**src/rtl/des_key_scheduler_pkg.sv**
```systemverilog
// Shared DES key-schedule definitions: widths, rotation schedule,
// the PC1/PC2 permutation tables, the scheduler state enum and the
// half-key rotation and key-load permutation helpers.
// Bit numbering: DES bit n (1 = MSB) of a W-bit vector sits at index W-n.
package des_pkg;

  localparam int KEY_W    = 64;
  localparam int HALF_W   = 28;
  localparam int CD_W     = 2 * HALF_W;
  localparam int SUBKEY_W = 48;

  typedef enum logic [1:0] {
    ST_IDLE = 2'd0,
    ST_LOAD = 2'd1,
    ST_EMIT = 2'd2
  } state_t;

  // Rotation per round; entry r-1 holds the shift of DES round r. Sums to 28.
  localparam logic [1:0] SHIFT [16] = '{
    2'd1, 2'd1, 2'd2, 2'd2, 2'd2, 2'd2, 2'd2, 2'd2,
    2'd1, 2'd2, 2'd2, 2'd2, 2'd2, 2'd2, 2'd2, 2'd1
  };

  // Key-load permutation: output bit i+1 takes key bit PC1_TAB[i].
  localparam int PC1_TAB [56] = '{
    57, 49, 41, 33, 25, 17,  9,
     1, 58, 50, 42, 34, 26, 18,
    10,  2, 59, 51, 43, 35, 27,
    19, 11,  3, 60, 52, 44, 36,
    63, 55, 47, 39, 31, 23, 15,
     7, 62, 54, 46, 38, 30, 22,
    14,  6, 61, 53, 45, 37, 29,
    21, 13,  5, 28, 20, 12,  4
  };

  // Subkey compression: subkey bit i+1 takes C/D bit PC2_TAB[i].
  localparam int PC2_TAB [48] = '{
    14, 17, 11, 24,  1,  5,
     3, 28, 15,  6, 21, 10,
    23, 19, 12,  4, 26,  8,
    16,  7, 27, 20, 13,  2,
    41, 52, 31, 37, 47, 55,
    30, 40, 51, 45, 33, 48,
    44, 49, 39, 56, 34, 53,
    46, 42, 50, 36, 29, 32
  };

  // Circular rotation of one 28-bit half by 0, 1 or 2 places.
  function automatic logic [HALF_W-1:0] rotate_half(
    input logic [HALF_W-1:0] v,
    input logic [1:0]        amt,
    input logic              right
  );
    logic [HALF_W-1:0] r;
    r = v;
    case (amt)
      2'd1:    r = right ? {v[0], v[HALF_W-1:1]}   : {v[HALF_W-2:0], v[HALF_W-1]};
      2'd2:    r = right ? {v[1:0], v[HALF_W-1:2]} : {v[HALF_W-3:0], v[HALF_W-1:HALF_W-2]};
      default: r = v;
    endcase
    return r;
  endfunction

  // Key-load permutation; parity bits 8,16,..,64 are dropped.
  function automatic logic [CD_W-1:0] pc1(input logic [KEY_W-1:0] key);
    logic [CD_W-1:0] r;
    r = '0;
    for (int i = 0; i < CD_W; i++) begin
      r[6'(CD_W - 1 - i)] = key[6'(KEY_W - PC1_TAB[i])];
    end
    return r;
  endfunction

endpackage

```
**src/rtl/des_key_scheduler_if.sv**
```systemverilog
// Control and subkey handshake bundle between the key scheduler (master
// side: produces subkeys) and the round datapath (slave side: consumes them).
interface des_key_scheduler_if;
  import des_pkg::*;

  logic                start;
  logic                decrypt;
  logic [KEY_W-1:0]    key;
  logic                abort;
  logic [SUBKEY_W-1:0] subkey;
  logic                subkey_valid;
  logic                subkey_ready;
  logic [3:0]          round;
  logic                busy;
  logic                done;

  modport master (
    input  start, decrypt, key, abort, subkey_ready,
    output subkey, subkey_valid, round, busy, done
  );

  modport slave (
    output start, decrypt, key, abort, subkey_ready,
    input  subkey, subkey_valid, round, busy, done
  );
endinterface

```
**src/rtl/des_key_scheduler_pc2.sv**
```systemverilog
// Combinational 56->48 PC2 compression of the concatenated C/D halves.
module des_key_scheduler_pc2
  import des_pkg::*;
(
  input  logic [CD_W-1:0]     i_cd,
  output logic [SUBKEY_W-1:0] o_subkey
);

  for (genvar gi = 0; gi < SUBKEY_W; gi++) begin : g_bit
    assign o_subkey[SUBKEY_W-1-gi] = i_cd[6'(CD_W - PC2_TAB[gi])];
  end

endmodule

```
**src/rtl/des_key_scheduler.sv**
```systemverilog
// DES key scheduler: latches PC1(key) into C/D, then emits the 16 round
// subkeys one per accepted transfer, in encrypt or decrypt order. Only the
// current C/D pair is kept; each subkey is derived when the previous one is
// consumed, so no subkey store is needed.
module des_key_scheduler
  import des_pkg::*;
(
  input  logic                 clk,
  input  logic                 rst_n,
  des_key_scheduler_if.master  bus
);

  localparam logic [3:0] LAST_ROUND = 4'd15;

  state_t              r_state, w_state_next;
  logic                r_mode, w_mode_next;
  logic [HALF_W-1:0]   r_c, r_d, w_c_next, w_d_next;
  logic [HALF_W-1:0]   w_c_rot, w_d_rot;
  logic [SUBKEY_W-1:0] r_subkey, w_subkey_next, w_pc2_out;
  logic                r_valid, w_valid_next;
  logic [3:0]          r_round, w_round_next;
  logic                r_done, w_done_next;
  logic [1:0]          w_rot_amt;
  logic                w_rot_right;
  logic                w_xfer;

  assign w_xfer  = r_valid & bus.subkey_ready;
  assign w_c_rot = rotate_half(r_c, w_rot_amt, w_rot_right);
  assign w_d_rot = rotate_half(r_d, w_rot_amt, w_rot_right);

  des_key_scheduler_pc2 u_pc2 (
    .i_cd     ({w_c_rot, w_d_rot}),
    .o_subkey (w_pc2_out)
  );

  // Rotation that produces the next subkey. Decrypt starts from C16/D16 = C0/D0
  // and walks backwards, undoing round 16, 15, ... with right rotations.
  always_comb begin
    w_rot_amt   = 2'd0;
    w_rot_right = 1'b0;
    if (r_state == ST_LOAD) begin
      w_rot_amt = r_mode ? 2'd0 : SHIFT[0];
    end else if (r_mode) begin
      w_rot_amt   = SHIFT[LAST_ROUND - r_round];
      w_rot_right = 1'b1;
    end else begin
      w_rot_amt = SHIFT[r_round + 4'd1];
    end
  end

  // Next-state and next-output decode; abort wins over a simultaneous transfer.
  always_comb begin
    w_state_next  = r_state;
    w_mode_next   = r_mode;
    w_c_next      = r_c;
    w_d_next      = r_d;
    w_subkey_next = r_subkey;
    w_valid_next  = r_valid;
    w_round_next  = r_round;
    w_done_next   = 1'b0;
    case (r_state)
      ST_IDLE: begin
        if (bus.start) begin
          w_mode_next            = bus.decrypt;
          {w_c_next, w_d_next}   = pc1(bus.key);
          w_state_next           = ST_LOAD;
        end
      end
      ST_LOAD: begin
        if (bus.abort) begin
          w_state_next  = ST_IDLE;
          w_valid_next  = 1'b0;
          w_round_next  = 4'd0;
          w_subkey_next = '0;
        end else begin
          w_c_next      = w_c_rot;
          w_d_next      = w_d_rot;
          w_subkey_next = w_pc2_out;
          w_valid_next  = 1'b1;
          w_round_next  = 4'd0;
          w_state_next  = ST_EMIT;
        end
      end
      ST_EMIT: begin
        if (bus.abort) begin
          w_state_next  = ST_IDLE;
          w_valid_next  = 1'b0;
          w_round_next  = 4'd0;
          w_subkey_next = '0;
        end else if (w_xfer) begin
          if (r_round == LAST_ROUND) begin
            w_valid_next = 1'b0;
            w_done_next  = 1'b1;
            w_round_next = 4'd0;
            w_state_next = ST_IDLE;
          end else begin
            w_c_next      = w_c_rot;
            w_d_next      = w_d_rot;
            w_subkey_next = w_pc2_out;
            w_round_next  = r_round + 4'd1;
          end
        end
      end
      default: w_state_next = ST_IDLE;
    endcase
  end

  // State and output registers.
  always_ff @(posedge clk or negedge rst_n) begin
    if (!rst_n) begin
      r_state  <= ST_IDLE;
      r_mode   <= 1'b0;
      r_c      <= '0;
      r_d      <= '0;
      r_subkey <= '0;
      r_valid  <= 1'b0;
      r_round  <= 4'd0;
      r_done   <= 1'b0;
    end else begin
      r_state  <= w_state_next;
      r_mode   <= w_mode_next;
      r_c      <= w_c_next;
      r_d      <= w_d_next;
      r_subkey <= w_subkey_next;
      r_valid  <= w_valid_next;
      r_round  <= w_round_next;
      r_done   <= w_done_next;
    end
  end

  assign bus.subkey       = r_subkey;
  assign bus.subkey_valid = r_valid;
  assign bus.round        = r_round;
  assign bus.busy         = (r_state != ST_IDLE);
  assign bus.done         = r_done;

endmodule

```
**src/flat_wrapper.sv**
```systemverilog
// flat-port wrapper written by rule: the top's interface ports become plain ports
module des_key_scheduler_flat import des_pkg::*;
  (clk, rst_n, bus_start, bus_decrypt, bus_key, bus_abort, bus_subkey_ready, bus_subkey, bus_subkey_valid, bus_round, bus_busy, bus_done);
  des_key_scheduler_if bus_i ();
  input  logic clk;
  input  logic rst_n;
  input wire logic [$bits(bus_i.start)-1:0] bus_start;
  input wire logic [$bits(bus_i.decrypt)-1:0] bus_decrypt;
  input wire logic [$bits(bus_i.key)-1:0] bus_key;
  input wire logic [$bits(bus_i.abort)-1:0] bus_abort;
  input wire logic [$bits(bus_i.subkey_ready)-1:0] bus_subkey_ready;
  output wire logic [$bits(bus_i.subkey)-1:0] bus_subkey;
  output wire logic [$bits(bus_i.subkey_valid)-1:0] bus_subkey_valid;
  output wire logic [$bits(bus_i.round)-1:0] bus_round;
  output wire logic [$bits(bus_i.busy)-1:0] bus_busy;
  output wire logic [$bits(bus_i.done)-1:0] bus_done;
  assign bus_i.start = bus_start;
  assign bus_i.decrypt = bus_decrypt;
  assign bus_i.key = bus_key;
  assign bus_i.abort = bus_abort;
  assign bus_i.subkey_ready = bus_subkey_ready;
  assign bus_subkey = bus_i.subkey;
  assign bus_subkey_valid = bus_i.subkey_valid;
  assign bus_round = bus_i.round;
  assign bus_busy = bus_i.busy;
  assign bus_done = bus_i.done;
  des_key_scheduler u_core (.clk(clk), .rst_n(rst_n), .bus(bus_i));
endmodule
```
**config.mk**
```make
export PLATFORM = sky130hd
export DESIGN_NAME = des_key_scheduler_flat
export DESIGN_NICKNAME = d
export VERILOG_FILES = /design/src/rtl/des_key_scheduler_pkg.sv /design/src/rtl/des_key_scheduler_if.sv /design/src/rtl/des_key_scheduler_pc2.sv /design/src/rtl/des_key_scheduler.sv /design/src/flat_wrapper.sv
export SDC_FILE = /design/constraint.sdc
export NUM_CORES = 1
export LEC_CHECK = 0
export ABC_CLOCK_PERIOD_IN_PS = 3500
export CORE_UTILIZATION = 52
export DETAILED_ROUTE_END_ITERATION = 16
export PLACE_DENSITY = 0.92
export SLEW_MARGIN = 20
export SYNTH_ARGS = -nofsm -noshare
export SYNTH_HDL_FRONTEND = slang
export SYNTH_SLANG_ARGS = --single-unit
```
**constraint.sdc**
```tcl
create_clock -name clk -period 3.5 [get_ports clk]
set_clock_uncertainty 0.15 [all_clocks]
set_input_delay 0.35 -clock clk [delete_from_list [all_inputs] [get_ports clk]]
set_output_delay 0.35 -clock clk [all_outputs]
set_load 0.01 [all_outputs]
```
==> results of run 1 <==
-- synthesized netlist by cell type, types with 3 or more instances --
library cell,n
inv_1,17
clkbuf_1,31
a21oi_1,38
nand2b_1,17
nand2_1,180
ha_1,9
o22ai_1,3
nor2_1,27
o22a_1,5
dfrtp_1,92
buf_2,18
nor3_1,3
mux2i_1,52
nor2b_1,10
a31o_2,4
o21ai_0,33
buf_4,21
a22o_1,5
buf_1,6
a22oi_1,24
nand3_1,10
a31oi_1,7
a221oi_1,4
o221ai_1,23
mux2_2,12
o31ai_1,40
-- metal layers --
metal  track usage (%)  vias up  routed length, µm
li1                  -     2529                  -
met1             33.89     2558               6185
met2             39.76      217               6703
met3             4.782       39                922
met5                 0        -                  0
met4             12.16        0                495
-- area by class of cell --
type | instances | area (µm²) | share of cell area [%]
multi-input combinational | 542 | 3267 | 48.09
sequential | 92 | 2302 | 33.89
timing repair buffer | 76 | 708.2 | 10.43
clock buffer | 13 | 250.2 | 3.684
tap | 140 | 175.2 | 2.579
inverter | 18 | 67.56 | 0.9947
clock inverter | 3 | 22.52 | 0.3316
-- per-stage QoR --
stage               instances  hold slack, ns  worst slack [ns]  total power (µW)  area, µm²
floorplan                 729        -0.09559            0.3273              4700       6020
global placement          867          0.2203            0.3842              5666       6510
detailed placement        867          0.2284            0.2827              5809       6510
CTS                       884          0.3284            0.2576              6736       6793
global route              884          0.3571           0.02062              7279       6793
finish                    884          0.3252            0.2644              6793       6793
-- critical path, stage by stage, from the launching register on --
cell      delay, ns
dfrtp_1        0.46
ha_1           0.29
nor3_1         0.21
a21oi_1        0.06
o221a_2        0.28
a21oi_1        0.18
ha_1           0.33
nor2_1         0.08
a2111o_1       0.53
buf_4          0.28
o31ai_1        0.29
-- flip-flops by register name, summed over array words and instances (netlist names) --
signal,cells
u_core.r_c,28
u_core.bus.subkey,27
u_core.bus.round,4
u_core.bus.subkey_valid,1
u_core.r_state,2
u_core.r_mode,1
u_core.bus.done,1
u_core.r_d,28
-- worst min-delay path by stage --
stage                                             end  slack [ns]  cells past startpoint
finish               u_core.bus.subkey[0]$_DFFE_PN0P_        0.33                      2
global route        u_core.bus.subkey[40]$_DFFE_PN0P_        0.36                      2
CTS                  u_core.bus.subkey[0]$_DFFE_PN0P_        0.33                      2
detailed placement  u_core.bus.subkey[14]$_DFFE_PN0P_        0.23                      1
global placement     u_core.bus.subkey[1]$_DFFE_PN0P_        0.22                      1
floorplan                   u_core.bus.done$_DFF_PN0_        -0.1                      0
-- cells by family (layout without fill, tap and decap cells) --
kind of cell / count (synthesis) / in the layout / synth area share [%]
AOI/OAI and AO/OA: 196 / 196 / 22.77
xor gates and xnor gates: 1 / 1 / 0.1474
adders and majority gates: 9 / 9 / 1.894
buffers and inverters: 95 / 110 / 7.830
DFF: 92 / 92 / 38.73
muxes: 64 / 64 / 11.03
other: 1 / 21 / 0.06308
and+or+nand+nor: 251 / 251 / 17.53
-- power by group through the flow --
stage	sequential, µW	combinational [µW]	clock, µW
final	1690	4210	899
after global routing	1710	4610	959
after CTS	1670	4150	912
after detailed placement	1680	4120	0
after floorplan	1630	3070	0
after global placement	1670	3990	0
==> qor.csv, run 1 <==
metric,value,unit
Post-synth EDFFs,0,
worst endpoint required time,3.59,ns
vias,5343,
synthesized area,5944,µm²
Die Wd,108.9,µm
Main synth FF type,dfrtp_1,
"Clk Latency, worst-skew pair",0.34,ns
Internal,3435,µW
r2r endpoint,u_core.r_c[12]$_DFFE_PN0P_,
Initial Utilization,54.12,%
Unique masters post-synth,44,
# DRC,0,
total CTS buffers,9,
I/O pin count,125,
Antenna Cells,0,
Tmin final,3.236,ns
Synth area leaders,"dfrtp_1 39%, nand2_1 11%, mux2i_1 8.8%",
Leakage,0.003135,µW
Critical R2R Launch,u_core.bus.round[1]$_DFFE_PN0P_,
Worst Tran Pin Value,0.8119,ns
Max IR drop VDD,0.7028,mV
CTS tree,built,
initial DRC count,425,
CP endpoint,u_core.r_c[12]$_DFFE_PN0P_,
Root Driver,clkbuf_16,
crit share post-route,92.45,%
Tot GR Track Use,25.44,%
CP Class,flop to flop,
RSZ-0062 raised after global routing,false,
Syn-to-layout area delta,14.27,%
drt total wl,14310,µm
Hold Crit Class,flop to flop,
Die Area,11860,µm²
total gr overflow,0,
layout cells sized above 1,7.796,%
"Reg clk slew, reported paths",0.06,ns
crit end category,flop,
sw power,3358,µW
most frequent cells in the layout,"180 x nand2_1, 92 x dfrtp_1, 54 x clkdlybuf4s50_1",
outcome,completed,
Final Hold Violating Endpoints,0,
Yosys reg bits,92,
dpl hpwl,9492,µm
# rows,38,
Fillers,860,
Synth top area share,38.73,%
Post-CTS Setup Inserts,0,
pins over their slew limit,0,
first-pass GRT wire length,23700,µm
Net Sw Frac,49.43,%
sequential fraction of the synthesis area,38.73,%
Async SR Flop Fraction,100.0,%
Via density,6.044,
Worst R2R Path Depth,10,
vias in the first global route,5023,
relative slew slack,45.87,%
height of the chip,108.9,µm
"commonest non-fill, non-tap cell in the layout",nand2_1,
sequential power share,24.8,%
Comb pwr share,61.9,%
port buffer count,55,
Core ar.,10980,µm²
Final ANT Viol Nets,0,
Worst Path Arrival,3.33,ns
Synth area leader,dfrtp_1,
hold_buf cts,1,
YS warnings,0,
cell count after synthesis,709,
max-cap check violation count,0,
Syn Area/Cell,8.384,µm²
initial antenna violation count,0,
Initial DRT Pass Iterations,5,
CP startpoint kind,flop,
Register-to-Register Setup Slack,0.26,ns
fin nets,818,
PwrDens,1000,nW/µm²
WL/cell,16.18,µm
fmax,0.3091,GHz
Clk pwr share,13.2,%
routability congestion estimate,0.8480,
crit-path max FO,35,
"Core Util, Final",61.85,%
setup tns final,0,ns
worst hold start,u_core.bus.subkey[0]$_DFFE_PN0P_,
clock tree buffer depth,2,
count of final setup violators,0,
largest net degree at the start of global routing,63,
H-Tree Depth,3,
Setup crit start,u_core.bus.round[1]$_DFFE_PN0P_,
Clock Sinks,92,
PostCTS Resize Cnt,0,
Power figures use the tool's default switching activity.
==> run 2: changes to the inputs <==
- ABC_CLOCK_PERIOD_IN_PS: 3500 -> 3700
- clock period: 3.5 -> 3.7 ns (I/O delays scaled with it)
==> run 2 against run 1 <==
Total power fell by 2.9%. Non-clock buffer count fell by 2. Final area rose by 0.26%. First-iteration DRC count rose by 29%.
==> qor.csv, run 2 (synthesis gave the netlist of run 1 again) <==
metric,value,unit
r2r endpoint,u_core.r_c[8]$_DFFE_PN0P_,
Worst Tran Pin Value,0.8204,ns
stages on the worst setup path,11,
largest net degree at the start of global routing,63,
Setup crit start,u_core.bus.round[1]$_DFFE_PN0P_,
relative slew slack,45.30,%
Syn-to-layout area delta,14.57,%
Core ar.,10980,µm²
outcome,completed,
Hold Path End,u_core.bus.subkey[16]$_DFFE_PN0P_,
Initial DRT Pass Iterations,5,
H-Tree Depth,3,
Antenna Cells,0,
Final Hold Violating Endpoints,0,
worst hold start,u_core.bus.subkey[16]$_DFFE_PN0P_,
worst endpoint required time,3.79,ns
Final ANT Viol Nets,0,
Register-to-Register Setup Slack,0.35,ns
routability congestion estimate,0.8504,
Die Area,11860,µm²
PwrDens,968.1,nW/µm²
vias,5441,
total gr overflow,0,
count of final setup violators,0,
fin nets,816,
crit share post-route,90.66,%
most frequent cells in the layout,"180 x nand2_1, 92 x dfrtp_1, 54 x clkdlybuf4s50_1",
PostCTS Resize Cnt,0,
height of the chip,108.9,µm
CP Class,flop to flop,
Critical R2R Launch,u_core.bus.round[1]$_DFFE_PN0P_,
Clk pwr share,14.4,%
Comb pwr share,61.3,%
first-pass GRT wire length,25270,µm
Tmin final,3.355,ns
layout cells sized above 1,7.682,%
port buffer count,55,
Worst path max stage delay,0.65,ns
initial DRC count,547,
Via density,6.169,
setup tns final,0,ns
sw power,3261,µW
pins over their slew limit,0,
max-cap check violation count,0,
most used routing layer,met2,
Max IR drop VDD,0.6891,mV
"commonest non-fill, non-tap cell in the layout",nand2_1,
Initial Utilization,54.12,%
GR Util met2,44.61,%
Clock Sinks,92,
WL/cell,17.07,µm
"Clk Latency, worst-skew pair",0.35,ns
Tot GR Track Use,27.14,%
Post-CTS Setup Inserts,0,
crit-path max FO,26,
post-place setup slack,0.3969,ns
Worst R2R Path Depth,11,
Die Wd,108.9,µm
CTS tree,built,
Net Sw Frac,49.46,%
sequential power share,24.3,%
drt total wl,15060,µm
"Reg clk slew, reported paths",0.06,ns
slowest CP cell,a2111o_1,
dpl hpwl,9770,µm
Root Driver,clkbuf_16,
met3 Use GR,4.065,%
Worst Path Arrival,3.44,ns
vias in the first global route,5169,
met1 Use GR,35.28,%
clock tree buffer depth,2,
crit end category,flop,
Hold Crit Class,flop to flop,
Final WS setup,0.3454,ns
WHS Path Cells,2,
largest delay contributor family on the critical path,compound AO/OA/AOI/OAI gates,
Fillers,879,
Leakage,0.003146,µW
RSZ-0062 raised after global routing,false,
fmax,0.2981,GHz
# rows,38,
CP startpoint kind,flop,
worst path cell trace,ha_1 -> nor2b_1 -> a311oi_1 -> o221a_2 -> a21oi_1 -> inv_1 -> ha_1 -> nor2_1 -> a2111o_1 -> buf_4 -> o31ai_1,
Internal,3332,µW
"most used cell, CP",ha_1,
total CTS buffers,9,
I/O pin count,125,
buffer and inverter count on the worst path,2,
initial antenna violation count,0,
# DRC,0,
-- run 2: changes by cell type in the layout (fill, tap and decap cells not counted) --
cell,change
buf_4,-2
clkinvlp_4,-1
bufinv_16,+1
clkbuf_8,+1
clkbuf_1,-1
-- run 2: metrics by stage --
| stage | hold WS [ns] | power [µW] | instance area (µm²) | cells | utilization (%) |
|---|---|---|---|---|---|
| floorplan | -0.07559 | 4446 | 6020 | 729 | - |
| global placement | 0.2456 | 5351 | 6495 | 865 | 59.14 |
| detailed placement | 0.2627 | 5510 | 6495 | 865 | 59.14 |
| CTS | 0.3317 | 6522 | 6810 | 882 | 62.01 |
| global route | 0.3630 | 7019 | 6810 | 882 | 62.01 |
| finish | 0.3299 | 6593 | 6810 | 882 | 62.01 |
-- run 2: worst max-delay path by stage --
| stage | slack, ns | to |
|---|---|---|
| 3_3_place_gp | 0.51 | u_core.r_c[15]$_DFFE_PN0P_ |
| 3_5_place_dp | 0.40 | u_core.r_c[8]$_DFFE_PN0P_ |
| 5_1_grt | 0.13 | u_core.r_c[8]$_DFFE_PN0P_ |
| 2_1_floorplan | 0.53 | u_core.bus.subkey[8]$_DFFE_PN0P_ |
| 6_report | 0.35 | u_core.r_c[8]$_DFFE_PN0P_ |
| 4_1_cts | 0.37 | u_core.r_c[8]$_DFFE_PN0P_ |
-- run 2: power groups by stage --
stage / Sequential [µW] / Clock, µW / Combinational, µW
detailed placement: 1600 / 0 / 3910
global placement: 1580 / 0 / 3770
finish: 1600 / 952 / 4040
global route: 1630 / 1000 / 4390
CTS: 1590 / 955 / 3980
floorplan: 1540 / 0 / 2900
-- run 2: cell type report --
class / instances / area [µm²] / area share [%]
clock inverter: 3 / 45.04 / 0.6614
inverter: 18 / 67.56 / 0.9921
clock buffer: 13 / 260.3 / 3.821
timing repair buffer: 74 / 693.2 / 10.18
sequential: 92 / 2302 / 33.80
tap: 140 / 175.2 / 2.572
multi-input combinational: 542 / 3267 / 47.97
-- run 2: worst register-to-register path: stages (launching register included) --
cell and delay, ns:
dfrtp_1 0.46, ha_1 0.30, nor2b_1 0.17, a311oi_1 0.29, o221a_2 0.24, a21oi_1 0.06, inv_1 0.08, ha_1 0.16
nor2_1 0.05, a2111o_1 0.65, buf_4 0.33, o31ai_1 0.30
-- run 2: per-layer routing --
metal	vias to the layer above	routed length, µm
met4	0	450
met2	235	7439
li1	2541	-
met1	2624	6213
met5	-	0
met3	41	957
-- run 2: timing repair --
item                                    4_1_cts  5_1_grt
endpoints found under the setup margin        0        0
hold buffers                                  1        0
hold endpoints to repair                     42        0
